## config.mk

```make
export PLATFORM = sky130hd
export DESIGN_NAME = muldiv_ctrl
export DESIGN_NICKNAME = d
export VERILOG_FILES = /design/src/rtl/muldiv_ctrl.sv
export SDC_FILE = /design/constraint.sdc
export NUM_CORES = 1
export LEC_CHECK = 0
export ABC_AREA = 1
export BUFFER_PORTS_ARGS = -buffer_cell sky130_fd_sc_hd__buf_4
export CAP_MARGIN = 20
export CORE_UTILIZATION = 25
export DETAILED_ROUTE_END_ITERATION = 10
export SYNTH_ARGS = -nofsm -noshare
export SYNTH_HDL_FRONTEND = slang
export SYNTH_SLANG_ARGS = --single-unit
```

## constraint.sdc

```tcl
create_clock -name clk -period 4.86 [get_ports clk]
set_input_delay 0.243 -clock clk [delete_from_list [all_inputs] [get_ports clk]]
set_output_delay 0.243 -clock clk [all_outputs]
set_load 0.02 [all_outputs]
```

## src/rtl/muldiv_ctrl.sv

```systemverilog
//==============================================================================
// muldiv_ctrl : iterative MIPS multiply/divide sequencer owning HI/LO
// Revision    : 1.0
//==============================================================================
`default_nettype none

module muldiv_ctrl #(
  parameter int WIDTH = 32
) (
  input  logic             clk,
  input  logic             rst_n,
  input  logic             op_valid,
  input  logic [5:0]       op_func,
  input  logic [WIDTH-1:0] rs_data,
  input  logic [WIDTH-1:0] rt_data,
  input  logic             flush,
  output logic             stall,
  output logic             busy,
  output logic [WIDTH-1:0] hilo_rdata,
  output logic [WIDTH-1:0] hi,
  output logic [WIDTH-1:0] lo
);

  localparam int CW = (WIDTH > 1) ? $clog2(WIDTH) : 1;

  localparam logic [1:0] c_ST_IDLE = 2'd0;
  localparam logic [1:0] c_ST_MUL  = 2'd1;
  localparam logic [1:0] c_ST_DIV  = 2'd2;
  localparam logic [1:0] c_ST_FIX  = 2'd3;

  localparam logic [5:0] c_FN_MFHI  = 6'd16;
  localparam logic [5:0] c_FN_MTHI  = 6'd17;
  localparam logic [5:0] c_FN_MFLO  = 6'd18;
  localparam logic [5:0] c_FN_MTLO  = 6'd19;
  localparam logic [5:0] c_FN_MULT  = 6'd24;
  localparam logic [5:0] c_FN_MULTU = 6'd25;
  localparam logic [5:0] c_FN_DIV   = 6'd26;
  localparam logic [5:0] c_FN_DIVU  = 6'd27;

  localparam logic [CW-1:0] c_CNT_INIT = CW'(WIDTH - 1);

  logic [1:0]         r_state;
  logic [CW-1:0]      r_cnt;
  logic [2*WIDTH-1:0] r_acc;
  logic [WIDTH-1:0]   r_b;
  logic               r_neg_q;
  logic               r_neg_r;
  logic               r_dz;
  logic               r_is_div;
  logic               r_busy;
  logic [WIDTH-1:0]   r_hi;
  logic [WIDTH-1:0]   r_lo;

  logic               w_is_func;
  logic               w_accept;
  logic               w_signed;
  logic [WIDTH-1:0]   w_rs_abs;
  logic [WIDTH-1:0]   w_rt_abs;
  logic [WIDTH:0]     w_mul_sum;
  logic [2*WIDTH-1:0] w_mul_next;
  logic [WIDTH:0]     w_rem_sh;
  logic [WIDTH:0]     w_diff;
  logic [2*WIDTH-1:0] w_div_next;
  logic [2*WIDTH-1:0] w_prod;
  logic [WIDTH-1:0]   w_quo;
  logic [WIDTH-1:0]   w_rem;

  always_comb begin
    w_is_func = 1'b0;
    case (op_func)
      c_FN_MFHI, c_FN_MTHI, c_FN_MFLO, c_FN_MTLO,
      c_FN_MULT, c_FN_MULTU, c_FN_DIV, c_FN_DIVU: w_is_func = 1'b1;
      default: w_is_func = 1'b0;
    endcase
  end

  assign w_accept = (r_state == c_ST_IDLE) && op_valid && !flush;
  assign w_signed = (op_func == c_FN_MULT) || (op_func == c_FN_DIV);
  // Signed operands are carried as unsigned magnitudes; 0x80..0 maps onto itself.
  assign w_rs_abs = (w_signed && rs_data[WIDTH-1]) ? (~rs_data + 1'b1) : rs_data;
  assign w_rt_abs = (w_signed && rt_data[WIDTH-1]) ? (~rt_data + 1'b1) : rt_data;

  // Shift-add: accumulator holds {partial product, remaining multiplier bits}.
  assign w_mul_sum  = {1'b0, r_acc[2*WIDTH-1:WIDTH]} + (r_acc[0] ? {1'b0, r_b} : '0);
  assign w_mul_next = {w_mul_sum, r_acc[WIDTH-1:1]};

  // Restoring divide: accumulator holds {remainder, dividend/quotient bits}.
  assign w_rem_sh   = {r_acc[2*WIDTH-1:WIDTH], r_acc[WIDTH-1]};
  assign w_diff     = w_rem_sh - {1'b0, r_b};
  assign w_div_next = w_diff[WIDTH] ? {w_rem_sh[WIDTH-1:0], r_acc[WIDTH-2:0], 1'b0}
                                    : {w_diff[WIDTH-1:0],   r_acc[WIDTH-2:0], 1'b1};

  assign w_prod = r_neg_q ? (~r_acc + 1'b1) : r_acc;
  assign w_quo  = r_dz ? '1 : (r_neg_q ? (~r_acc[WIDTH-1:0] + 1'b1) : r_acc[WIDTH-1:0]);
  assign w_rem  = r_neg_r ? (~r_acc[2*WIDTH-1:WIDTH] + 1'b1) : r_acc[2*WIDTH-1:WIDTH];

  always_ff @(posedge clk or negedge rst_n) begin
    if (!rst_n) begin
      r_state  <= c_ST_IDLE;
      r_cnt    <= '0;
      r_acc    <= '0;
      r_b      <= '0;
      r_neg_q  <= 1'b0;
      r_neg_r  <= 1'b0;
      r_dz     <= 1'b0;
      r_is_div <= 1'b0;
      r_busy   <= 1'b0;
      r_hi     <= '0;
      r_lo     <= '0;
    end else begin
      case (r_state)
        c_ST_IDLE: begin
          if (w_accept) begin
            case (op_func)
              c_FN_MTHI: r_hi <= rs_data;
              c_FN_MTLO: r_lo <= rs_data;
              c_FN_MULT, c_FN_MULTU: begin
                r_state  <= c_ST_MUL;
                r_acc    <= {{WIDTH{1'b0}}, w_rt_abs};
                r_b      <= w_rs_abs;
                r_neg_q  <= w_signed && (rs_data[WIDTH-1] ^ rt_data[WIDTH-1]);
                r_neg_r  <= 1'b0;
                r_dz     <= 1'b0;
                r_is_div <= 1'b0;
                r_cnt    <= c_CNT_INIT;
                r_busy   <= 1'b1;
              end
              c_FN_DIV, c_FN_DIVU: begin
                r_state  <= c_ST_DIV;
                r_acc    <= {{WIDTH{1'b0}}, w_rs_abs};
                r_b      <= w_rt_abs;
                r_neg_q  <= w_signed && (rs_data[WIDTH-1] ^ rt_data[WIDTH-1]);
                r_neg_r  <= w_signed && rs_data[WIDTH-1];
                r_dz     <= (rt_data == '0);
                r_is_div <= 1'b1;
                r_cnt    <= c_CNT_INIT;
                r_busy   <= 1'b1;
              end
              default: ;
            endcase
          end
        end
        c_ST_MUL, c_ST_DIV: begin
          if (flush) begin
            r_state <= c_ST_IDLE;
            r_busy  <= 1'b0;
          end else begin
            r_acc <= (r_state == c_ST_MUL) ? w_mul_next : w_div_next;
            r_cnt <= r_cnt - CW'(1);
            if (r_cnt == '0) r_state <= c_ST_FIX;
          end
        end
        default: begin
          // Completion cycle; a coincident flush squashes the HI/LO write.
          r_state <= c_ST_IDLE;
          r_busy  <= 1'b0;
          if (!flush) begin
            if (r_is_div) begin
              r_hi <= w_rem;
              r_lo <= w_quo;
            end else begin
              r_hi <= w_prod[2*WIDTH-1:WIDTH];
              r_lo <= w_prod[WIDTH-1:0];
            end
          end
        end
      endcase
    end
  end

  assign busy       = r_busy;
  assign stall      = op_valid && r_busy && w_is_func;
  assign hilo_rdata = (op_func == c_FN_MFHI) ? r_hi : r_lo;
  assign hi         = r_hi;
  assign lo         = r_lo;

endmodule

`default_nettype wire

```

==> run_results.csv <==
group,metric,value,unit
status,status,"finished, violations left",
status,violations,"design-rule violations",
timing,clock_skew,0.0188,ns
synthesis,synthArstFlopShare,1.00,
placement,dp_hpwl,72400,microns
drt,dr.pass1.iters,9,
placement,port_buffers,171,
synthesis,yosysWarnings,0,
timing,min_period,3.55,ns
die,core,73100,sq um
drt,vias,22100,
synthesis,syn_inst,3202,
clock_tree,clockRootBuffer,"clkbuf_16",
final_layout,final_net_count,3465,
synthesis,syn_nets,3351,
clock_tree,clk_pin_slew_worst_paths,0.08,ns
synthesis,yosys.area.top_type,"dfrtp_1",
global_routing,grt_max_degree,120,
synthesis,yosysSeqAreaShare,0.233,
drt,routed_wirelength,89600,microns
timing,max_freq,0.281,GHz
placement,dp_cells,4255,
timing,final.period_utilization,0.731,
timing,rsz0062_at_grt,"no",
global_routing,grt_pass1_vias,20000,
synthesis,synth_commonest_cells,"920 x nand2_1, 458 x inv_1, 384 x nor2_1, 332 x nand3_1, 245 x a21oi_1",
timing,worst_slew_pin_slew,1.10,ns
synthesis,synth.distinct_cells,46,
power,ir_drop,320,uV
clock_tree,htree_levels,4,
die,placementRows,99,
clock_tree,clockBufferDepth,2,
setup_path,critPathLaunchType,"flop",
synthesis,synth_area_per_cell,5.78,sq um
setup_path,worstPathArrival,3.93,ns
timing,fin_tns_setup,0,ns
clock_tree,clock_latency,0.50,ns
power,power_density,695,nW/um^2
die,top_level_ports,172,
clock_tree,cts_tree,"built",
drt,avgRoutedWirePerCell,20.9,microns
global_routing,antenna_found_initial,0,
worst_hold_path,hp-class,"primary input to flop",
setup_path,path_class,"flop to flop",
setup_path,cp_data_required_time,5.24,ns
timing,hold_violations,0,
timing,max_slew_margin,0.269,
setup_path,critPathMaxFanout,28,
flow_run,maxCapViolations,0,
synthesis,synth_top_flop_cell,"dfrtp_1",
power,p_leak,11.1,nW
global_routing,use_met2,0.355,
die,start_util,0.253,
final_layout,finalNonFillerCells,4288,
timing,report.final.slew_viol_count,0,
global_routing,met3_usage,0.0455,
drt,vias_per_cell,5.15,
timing,hold_slack,0.0638,ns
synthesis,synth_top_area_frac,0.233,
global_routing,grt_first_pass_wirelength,131000,microns
global_routing,globalRouteOverflowTotal,0,
die,die_h,274,microns
die,dieArea,75100,sq um
synthesis,ys_ff_latch,172,
drt,ant_nets,0,
die,die_x,274,microns
power,finalPower,14.9,mW
final_layout,insertedDiodeCount,0,
final_layout,final_util,0.294,
final_layout,nFillCells,8304,
clock_tree,cts_resized,0,
drt,route.detailed.drc,9,
final_layout,syn_to_final_growth,16.0,%
global_routing,grt_busiest_layer,"met2",
global_routing,track_usage,0.235,
synthesis,netlist_area,18500,sq um
drt,drtIter0Drc,2633,
timing,finalSetupViolations,0,
clock_tree,post-cts-setup-buffers,0,
placement,gp_congestion,1.06,
clock_tree,cts.sinks,172,
synthesis,synth-edff-count,0,
synthesis,yosysMostFrequentCell,"nand2_1",
clock_tree,cts_made_buffers,17,
global_routing,grtUsageMet1,0.322,
final_layout,drive_gt1_frac,0.0871,
synthesis,synthTopCellsByArea,"dfrtp_1 23%, nand2_1 19%, inv_1 9.3%",
setup_path,cp-end-kind,"flop",
logic make-up (layout without fill, tap and decap cells):
| group | after synthesis | count (layout) | synth area share |
|---|---|---|---|
| simple gates | 1750 | 1750 | 0.392 |
| buf+inv | 576 | 703 | 0.119 |
| compound gates | 546 | 546 | 0.162 |
| flops | 172 | 172 | 0.233 |
| fa+ha+maj | 75 | 75 | 0.0515 |
| xor+xnor | 60 | 60 | 0.0284 |
| mux | 23 | 23 | 0.0140 |
power by group:
group,leakage [nW],total (mW),switching [mW],internal [mW]
Sequential,1.98,3.11,1.03,2.08
Combinational,8.79,10.3,7.08,3.18
Clock,0.312,1.55,0.753,0.795
Total,11.1,14.9,8.86,6.06
placed cells by master (no fill, tap or decap), types with 14 or more instances in the layout:
| master | n |
|---|---|
| mux2_2 | 23 |
| dfrtp_1 | 172 |
| nor3_1 | 31 |
| o211ai_1 | 25 |
| buf_4 | 201 |
| a22oi_1 | 18 |
| xnor2_1 | 14 |
| a31oi_1 | 25 |
| xor2_1 | 46 |
| ha_1 | 71 |
| nand2_1 | 920 |
| nand4_1 | 41 |
| o21ai_0 | 176 |
| nand3_1 | 331 |
| nor2_1 | 382 |
| clkbuf_16 | 17 |
| o221ai_1 | 15 |
| inv_1 | 458 |
| a21oi_1 | 245 |
registers in the layout, indices dropped and copies added (netlist names), 2 cells and up:
signal   count
r_b         32
r_acc       64
r_cnt        5
lo          32
r_state      2
hi          32
worst max-delay path, cell delays in order (launching register included):
cell	delay [ns]
dfrtp_1	0.49
inv_1	0.14
ha_1	0.25
fa_1	0.40
inv_1	0.08
nand2_1	0.06
nand2_1	0.10
nand3_1	0.07
nand2_1	0.17
nand2_1	0.07
nand2_1	0.13
nand2_1	0.09
nand2_1	0.07
nand2_1	0.05
buf_4	0.18
nand2_1	0.31
buf_4	0.42
nand2_1	0.10
nand2_1	0.07
nand2_1	0.04
nand3_1	0.08
nand2_1	0.06
area by class of cell:
class,count,area [sq um],area share
repair buffers,204,1550,0.0723
clock buffers,17,425,0.0198
multi-input cells,2454,12000,0.560
clock inverters,15,211,0.00985
well taps,959,1200,0.0559
inverters,467,1750,0.0817
flip-flops and latches,172,4300,0.201
repair_timing:
item	4_1_cts	5_1_grt
hold buffers	1	0
hold endpoints to repair	53	0
endpoints found under the setup margin	0	0
metrics by stage:
step / setup WS [ns] / cell area, sq um
floorplan: 2.21 / 18500
global placement: 1.45 / 20800
detailed placement: 1.40 / 20800
CTS: 1.39 / 21500
global route: 1.07 / 21500
finish: 1.31 / 21500
routing by layer:
layer  wire, microns  vias to the layer above
li1                -                    10600
met1           39000                    10300
met2           39000                     1045
met3            7550                      156
met4            4060                        0
met5               0                        -
final timing paths:
| kind | cells after the start | start | slack, ns | end |
|---|---|---|---|---|
| setup / recovery | 21 | r_acc[31] | 1.31 | r_acc[59] |
| hold / removal | 3 | rs_data[2] | 0.06 | lo[2] |
| setup reg to reg | 21 | r_acc[31] | 1.31 | r_acc[59] |
| hold reg to reg | 2 | r_cnt[4] | 0.50 | r_cnt[4] |
| max in group asynchronous | 3 | rst_n | 3.42 | r_acc[4] |
| min in group asynchronous | 2 | rst_n | 0.25 | r_acc[61] |
Note: power is estimated with default switching activity, not from simulation.
